### src/rtl/irq_priority_ctrl.sv
// irq_priority_ctrl: 8-source active-low interrupt controller with mask, fixed or
// round-robin arbitration, and an irq/ack/eoi handshake with spurious/timeout exits.
`default_nettype none

module irq_priority_ctrl #(
  parameter int RR_EN       = 0,
  parameter int TIMEOUT_CYC = 16
) (
  input  logic       clk,
  input  logic       reset,
  input  logic [7:0] req_n,
  input  logic       mask_wr,
  input  logic [7:0] mask_din,
  input  logic       ack,
  input  logic       eoi,
  output logic       irq,
  output logic [2:0] vec,
  output logic       busy,
  output logic       gs,
  output logic [7:0] mask,
  output logic       spur,
  output logic       tmo
);

  localparam logic [7:0] CNT_MAX = 8'(TIMEOUT_CYC - 1);

  typedef enum logic [1:0] {
    IDLE    = 2'd0,
    ASSERT  = 2'd1,
    SERVICE = 2'd2
  } state_t;

  state_t     state, state_nxt;
  logic [7:0] pend;
  logic [7:0] cnt, cnt_nxt;
  logic [2:0] last, last_nxt;
  logic [2:0] vec_nxt;
  logic       irq_nxt, busy_nxt, spur_nxt, tmo_nxt;
  logic [2:0] start, idx, win;
  logic       found;

  assign gs = |pend;

  // Descending search from start; fixed mode always starts at 7 so the
  // highest set index wins, round-robin starts just below the last grant.
  always_comb begin
    start = (RR_EN != 0) ? (last - 3'd1) : 3'd7;
    win   = 3'd0;
    found = 1'b0;
    idx   = 3'd0;
    for (int k = 0; k < 8; k++) begin
      idx = start - 3'(k);
      if (!found && pend[idx]) begin
        found = 1'b1;
        win   = idx;
      end
    end
  end

  always_comb begin
    state_nxt = state;
    irq_nxt   = irq;
    vec_nxt   = vec;
    busy_nxt  = busy;
    spur_nxt  = 1'b0;
    tmo_nxt   = 1'b0;
    last_nxt  = last;
    cnt_nxt   = cnt;
    case (state)
      IDLE: begin
        if (found) begin
          vec_nxt   = win;
          irq_nxt   = 1'b1;
          cnt_nxt   = 8'd0;
          state_nxt = ASSERT;
        end
      end
      ASSERT: begin
        if (ack) begin
          irq_nxt   = 1'b0;
          busy_nxt  = 1'b1;
          last_nxt  = vec;
          state_nxt = SERVICE;
        end else if (!pend[vec]) begin
          irq_nxt   = 1'b0;
          spur_nxt  = 1'b1;
          state_nxt = IDLE;
        end else if (cnt == CNT_MAX) begin
          irq_nxt   = 1'b0;
          tmo_nxt   = 1'b1;
          state_nxt = IDLE;
        end else begin
          cnt_nxt = cnt + 8'd1;
        end
      end
      SERVICE: begin
        if (eoi) begin
          busy_nxt  = 1'b0;
          state_nxt = IDLE;
        end
      end
      default: begin
        irq_nxt   = 1'b0;
        busy_nxt  = 1'b0;
        state_nxt = IDLE;
      end
    endcase
  end

  always_ff @(posedge clk) begin
    if (reset) begin
      state <= IDLE;
      pend  <= 8'h00;
      mask  <= 8'h00;
      cnt   <= 8'd0;
      last  <= 3'd0;
      irq   <= 1'b0;
      vec   <= 3'd0;
      busy  <= 1'b0;
      spur  <= 1'b0;
      tmo   <= 1'b0;
    end else begin
      // pend sees the mask value from before any same-edge write
      pend  <= ~req_n & ~mask;
      if (mask_wr) mask <= mask_din;
      state <= state_nxt;
      cnt   <= cnt_nxt;
      last  <= last_nxt;
      irq   <= irq_nxt;
      vec   <= vec_nxt;
      busy  <= busy_nxt;
      spur  <= spur_nxt;
      tmo   <= tmo_nxt;
    end
  end

endmodule

`default_nettype wire
### config.mk
export PLATFORM = sky130hd
export DESIGN_NAME = irq_priority_ctrl
export DESIGN_NICKNAME = d
export VERILOG_FILES = /design/src/rtl/irq_priority_ctrl.sv
export SDC_FILE = /design/constraint.sdc
export NUM_CORES = 1
export LEC_CHECK = 0
export CAP_MARGIN = 20
export CORE_MARGIN = 5
export CORE_UTILIZATION = 40
export CTS_CLUSTER_DIAMETER = 120
export DETAILED_ROUTE_END_ITERATION = 8
export HOLD_SLACK_MARGIN = 0.06
export PLACE_DENSITY = 0.76
export SLEW_MARGIN = 20
export SYNTH_ARGS = -nofsm -noshare
export SYNTH_HDL_FRONTEND = slang
export SYNTH_SLANG_ARGS = --single-unit
export TNS_END_PERCENT = 30
### constraint.sdc
create_clock -name clk -period 2.3 [get_ports clk]
set_clock_uncertainty 0.1 [all_clocks]
set_input_delay 0.23 -clock clk [delete_from_list [all_inputs] [get_ports clk]]
set_output_delay 0.23 -clock clk [all_outputs]
set_load 0.05 [all_outputs]
# Word-level counts from Yosys, hierarchy flattened

Index checks and enable logic that the tools add are counted.

Bits of input ports: 21
Memories: 0
Memory bits (read-only): 0
Register bits after elaboration: 33
RAM bits: 0
Bits in latches: 0
Word-level logic and storage cells: 91
Output and inout bits: 16

Magnitude comparators: 1
Multiplexer cells: 39
Eq/ne operators: 10
Shifts and indexed selects: 0
Reduce and logical (&&, ||, !) cells: 24
Bitwise gates (word level): 7
Add/subtract/negate cells: 1
$mul: 0
Divide/modulo/power cells: 0

Operator list:

| operator                                                              | count |
|---|---|
| 8-bit 2-to-1 mux                                                      | 4 |
| 3-bit 2-to-1 mux                                                      | 8 |
| 1-bit 2-to-1 mux                                                      | 17 |
| 8-bit inverter                                                        | 2 |
| 8-bit one-hot mux with 2 select lines                                 | 1 |
| 2-bit != test, second input constant                                  | 6 |
| 2-bit 2-to-1 mux                                                      | 5 |
| 3-bit AND reduction                                                   | 3 |
| 8-bit by 1-bit adder with 8-bit output, second input constant         | 1 |
| 8-bit AND                                                             | 1 |
| 8-bit by 4-bit equality test with 1-bit output, second input constant | 1 |
| 8-bit OR reduction                                                    | 1 |
| 1-bit logical AND                                                     | 7 |
| 1-bit zero test                                                       | 7 |
| 1-bit one-hot mux with 3 select lines                                 | 2 |
| 2-bit one-hot mux with 3 select lines                                 | 1 |
| 5-bit AND reduction                                                   | 1 |
| 3-bit by 4-bit < comparator with 1-bit output, second input constant  | 1 |
| 4-bit != test, second input constant                                  | 1 |
| 1-bit inverter                                                        | 4 |
| 4-bit OR reduction                                                    | 1 |
| 1-bit binary-select mux with 3-bit select                             | 1 |
| 3-bit OR reduction                                                    | 1 |
| 2-bit by 1-bit equality test with 1-bit output, second input constant | 1 |
| other kinds (4)                                                       | 4 |

# Logic depth before layout (Yosys ltp)

Depth after elaboration: 24
Gate-level depth with buffers: 6
Mapped depth without buffers: 6

# Worst setup path before layout

Ideal clock, no wire load.

Path type: register to register
From: reg vec[0]
To: reg cnt[6]
Setup time: 0.087 ns
Required time: 2.113 ns
Cell stages (with the launch flop): 6
Data arrival time: 2.024 ns
Path buffers: 0
Path slack: 0.089 ns
Clock period less this slack: 2.211 ns
Path through: dfxtp_1 mux4_1 mux2_4 a211oi_4 o21ai_1 o31ai_1

Cells in the longest elaborated chain, start to end: 4

Ends and longest elaborated chain:

| item                                      | line | RTL |
|---|---|---|
| start, declared                           | 17   | `output logic [2:0] vec,` |
| start signal, assigned                    | 130  | `vec <= vec_nxt;` |
| 1-bit binary-select mux with 3-bit select | 84   | `end else if (!pend[vec]) begin` |
| 1-bit 2-to-1 mux (not written as such)    | 84   |  |
| 2-bit != test (no line)                   | -    |  |
| 5-bit AND reduction (no line)             | -    |  |
| end signal, assigned                      | 127  | `cnt <= cnt_nxt;` |
| end, declared                             | 35   | `logic [7:0] cnt, cnt_nxt;` |

Every way passes these cells. The select of a mux whose other input is x is not followed.
A chain may end at the register's enable or synchronous reset.

# Final worst setup path

Ends and elaborated chain as after synthesis.

==> metrics.md <==
| Metric | Value |
|---|---|
| Tmin final | 2.056 ns |
| Initial core utilization | 0.4113 |
| Vias in the first global route | 1,186 |
| Critical Path End | cnt[6] |
| TritonRoute pass-1 iters | 2 |
| DP HPWL | 2.351 mm |
| Area occupied by multi-input gates | about 660 um^2 |
| Post-Layout Cell Count | 228 |
| Ys flop type | dfxtp_1 |
| Worst Hold Depth | 2 |
| Post-synthesis net count | 163 |
| Register area | 660.6 um^2 |
| Leak | 0.7038 nW |
| Count leader, synth | dfxtp_1 |
| Routed len/inst | 13.50 um |
| FMAX | 486.5 MHz |
| Final wirelength | just over 3 mm |
| Worst-margin pin slew | 0.6283 ns |
| Final TNS setup | 0 ns |
| DR iter-0 viols | 50 |
| Max FO, Critical Path | 6 |
| Stages on worst setup path | 5 |
| Slowest cell on crit path | mux4_1 |
| # Post-CTS Setup Buffers | 0 |
| Die height | 68.58 um |
| Post-synthesis register bit count | 33 |
| Slew Limit Headroom | 0.5773 |
| Buffers and inverters on the worst path | 0 |
| Critical path class | flop to flop |
| Fill count | ~310 |
| Final Hold Vio Count | 0 |
| Hold_ws | 0.3223 ns |
| Clock tree buffer depth | 2 |
| Synth top area cells | dfxtp_1 (48%), mux2i_1 (5.8%), nor2_1 (5.5%) |
| Synth area leader | dfxtp_1 |
| Residual DRC | 0 |
| Post-DR vias/cell | 5.136 |
| Yosys cell types | 35 |
| Nets | 203 |
| Worst setup path start | vec[0] |
| Biggest cell delay along the critical path | 0.58 ns |
| Finished Cell Area | 0.001824 mm^2 |
| Crit share post-route | 0.8937 |
| CTS tree | yes |
| RePlAce Congestion | 0.7778 |
| Clock slew at reported path FFs | 0.11 ns |
| Inserted Diodes | 0 |
| Pin count of the biggest net entering global routing | 27 |
| Max-cap violations | 0 |
| First-pass GRT wire length | roughly 5.0 mm |
| Synth cell count leaders | dfxtp_1 (33), nor2_1 (20), nor3_1 (9) |
| Placeable Area | 0.003337 mm^2 |
| Cell Chain, Critical Path | mux4_1 -> mux2_4 -> a211oi_4 -> o21ai_1 -> o31ai_1 |
| Critical path endpoint category | flop |
| H-tree Lvls | 2 |
| Placed Instances | 220 |
| Die W | 68.58 um |
| Synth Warn # | 0 |
| Gr usage total | 0.1423 |
| Antenna violations before repair | 0 |
| Final Slew Violations | 0 |
| R2R depth | 5 |
| Post-synth ARST share | 0 |
| Synth top area share | 0.4813 |
| Critical Path RT | between 2 and 2.5 ns |
| Antenna viol nets, final | 0 |
| Die area | 0.004703 mm^2 |
| Final setup viols | 0 |
| Top cell family by delay on the critical path | multiplexers |
| Post-place setup slack | 0.2772 ns |
| Crit path launch type | flop |
| Sink Count | 33 |
| Worst r2r src | vec[0] |
| Cells after Synth | between 100 and 150 |
| PD cells | 685.9 mW/mm^2 |
| Via count | 1,171 |
| # resized after CTS | 0 |
| Worst Hold Class | input pin to flop |
| Placement Cell Area | 0.001769 mm^2 |
| Root Buffer | clkbuf_4 |
| Avg Cell Area, Syn | 9.735 um^2 |
| Insertion delay to the later sink of the worst-skew pair | between 0.3 and 0.4 ns |
| GR Overflow Total | 0 |
| Num ports | 37 |
| I/O Buffers | 36 |
| Share of cells above drive strength 1 | 0.1099 |
| Status | complete, no violations |
| Peak VDD IR | 0.0003642 V |
| Worst EP arrival | around 2.2 ns |
| Hold_buf cts | 0 |
| R2r setup slk | ~0.24 ns |
| Worst r2r dst | cnt[6] |
| Post-Syn Area | 0.001373 mm^2 |
| Post-synth EDFFs | 0 |
| PnR worst setup slack | roughly 0.24 ns |
| Util after Layout | 0.5467 |
| RSZ-0062 raised after global routing | false |
| Power Total | 1.251 mW |
| TritonCTS Buffers | 5 |
| Row count | 21 |
| Sequential share of the synthesized area | 0.4813 |
| Area grow syn2layout | 32.91% |
==> worst min-delay path by stage <==
stage,start,to,slack (ns)
2_1_floorplan,req_n[2],pend[2],0.20
3_3_place_gp,mask[4],pend[4],0.34
3_5_place_dp,mask[4],pend[4],0.34
4_1_cts,req_n[7],pend[7],0.31
5_1_grt,req_n[7],pend[7],0.31
6_report,req_n[7],pend[7],0.32
==> power by group <==
group	switching [mW]	internal (mW)
Combinational	0.172	0.129
Clock	0.199	0.115
Sequential	0.0309	0.606
==> cell families after synthesis <==
kind of cell | share of synthesized area
AND/OR/NAND/NOR | 0.2051
flip-flops | 0.4813
AO/OA/AOI/OAI | 0.1614
multiplexers | 0.1076
buffers and inverters | 0.03555
adder cells (fa/ha/maj) | 0.009114
==> routing by layer <==
metal | global-route usage | vias to the layer above | wire (um)
met1 | 0.1403 | 547 | 1244
met2 | 0.2646 | 32 | 1561
met5 | 0 | - | 0
met4 | 0.02978 | 0 | 18
li1 | - | 590 | -
met3 | 0.07131 | 2 | 253
==> area by class of cell <==
cell class / instances / share of cell area
well taps: 46 / 0.03155
multi-input cells: 99 / 0.3635
inverters: 4 / 0.008230
clock inverters: 3 / 0.009602
repair buffers: 38 / 0.2044
flip-flops and latches: 33 / 0.3621
clock buffers: 5 / 0.02058
==> worst register-to-register path: cells and delay by family, from the launching register on <==
| family | cells | cell delay [ns] |
|---|---|---|
| mux | 2 | 0.92 |
| compound gates | 3 | 0.53 |
| flops | 1 | 0.43 |
==> cell usage in the layout (no fill, tap or decap), drive strengths merged, types with 2 or more instances in the layout <==
cell type / synthesis / routed
clkdlybuf4s50: 0 / 35
nor2: 20 / 20
a211oi: 4 / 4
mux4: 2 / 2
nor4: 3 / 3
nor2b: 2 / 2
a21oi: 6 / 6
nand3: 7 / 7
nand3b: 2 / 2
or2: 2 / 2
nand2: 5 / 5
clkbuf: 3 / 5
nor3: 9 / 9
clkinv: 0 / 2
dfxtp: 33 / 33
o31ai: 6 / 6
inv: 4 / 4
mux2i: 8 / 8
and3: 4 / 4
buf: 2 / 3
o21ai: 9 / 9
==> flip-flops by register name, indices dropped and copies added, names as in the netlist <==
register  count
tmo           1
cnt           8
busy          1
spur          1
mask          8
vec           3
pend          8
irq           1
state         2
(Power assumes the default switching activity.)
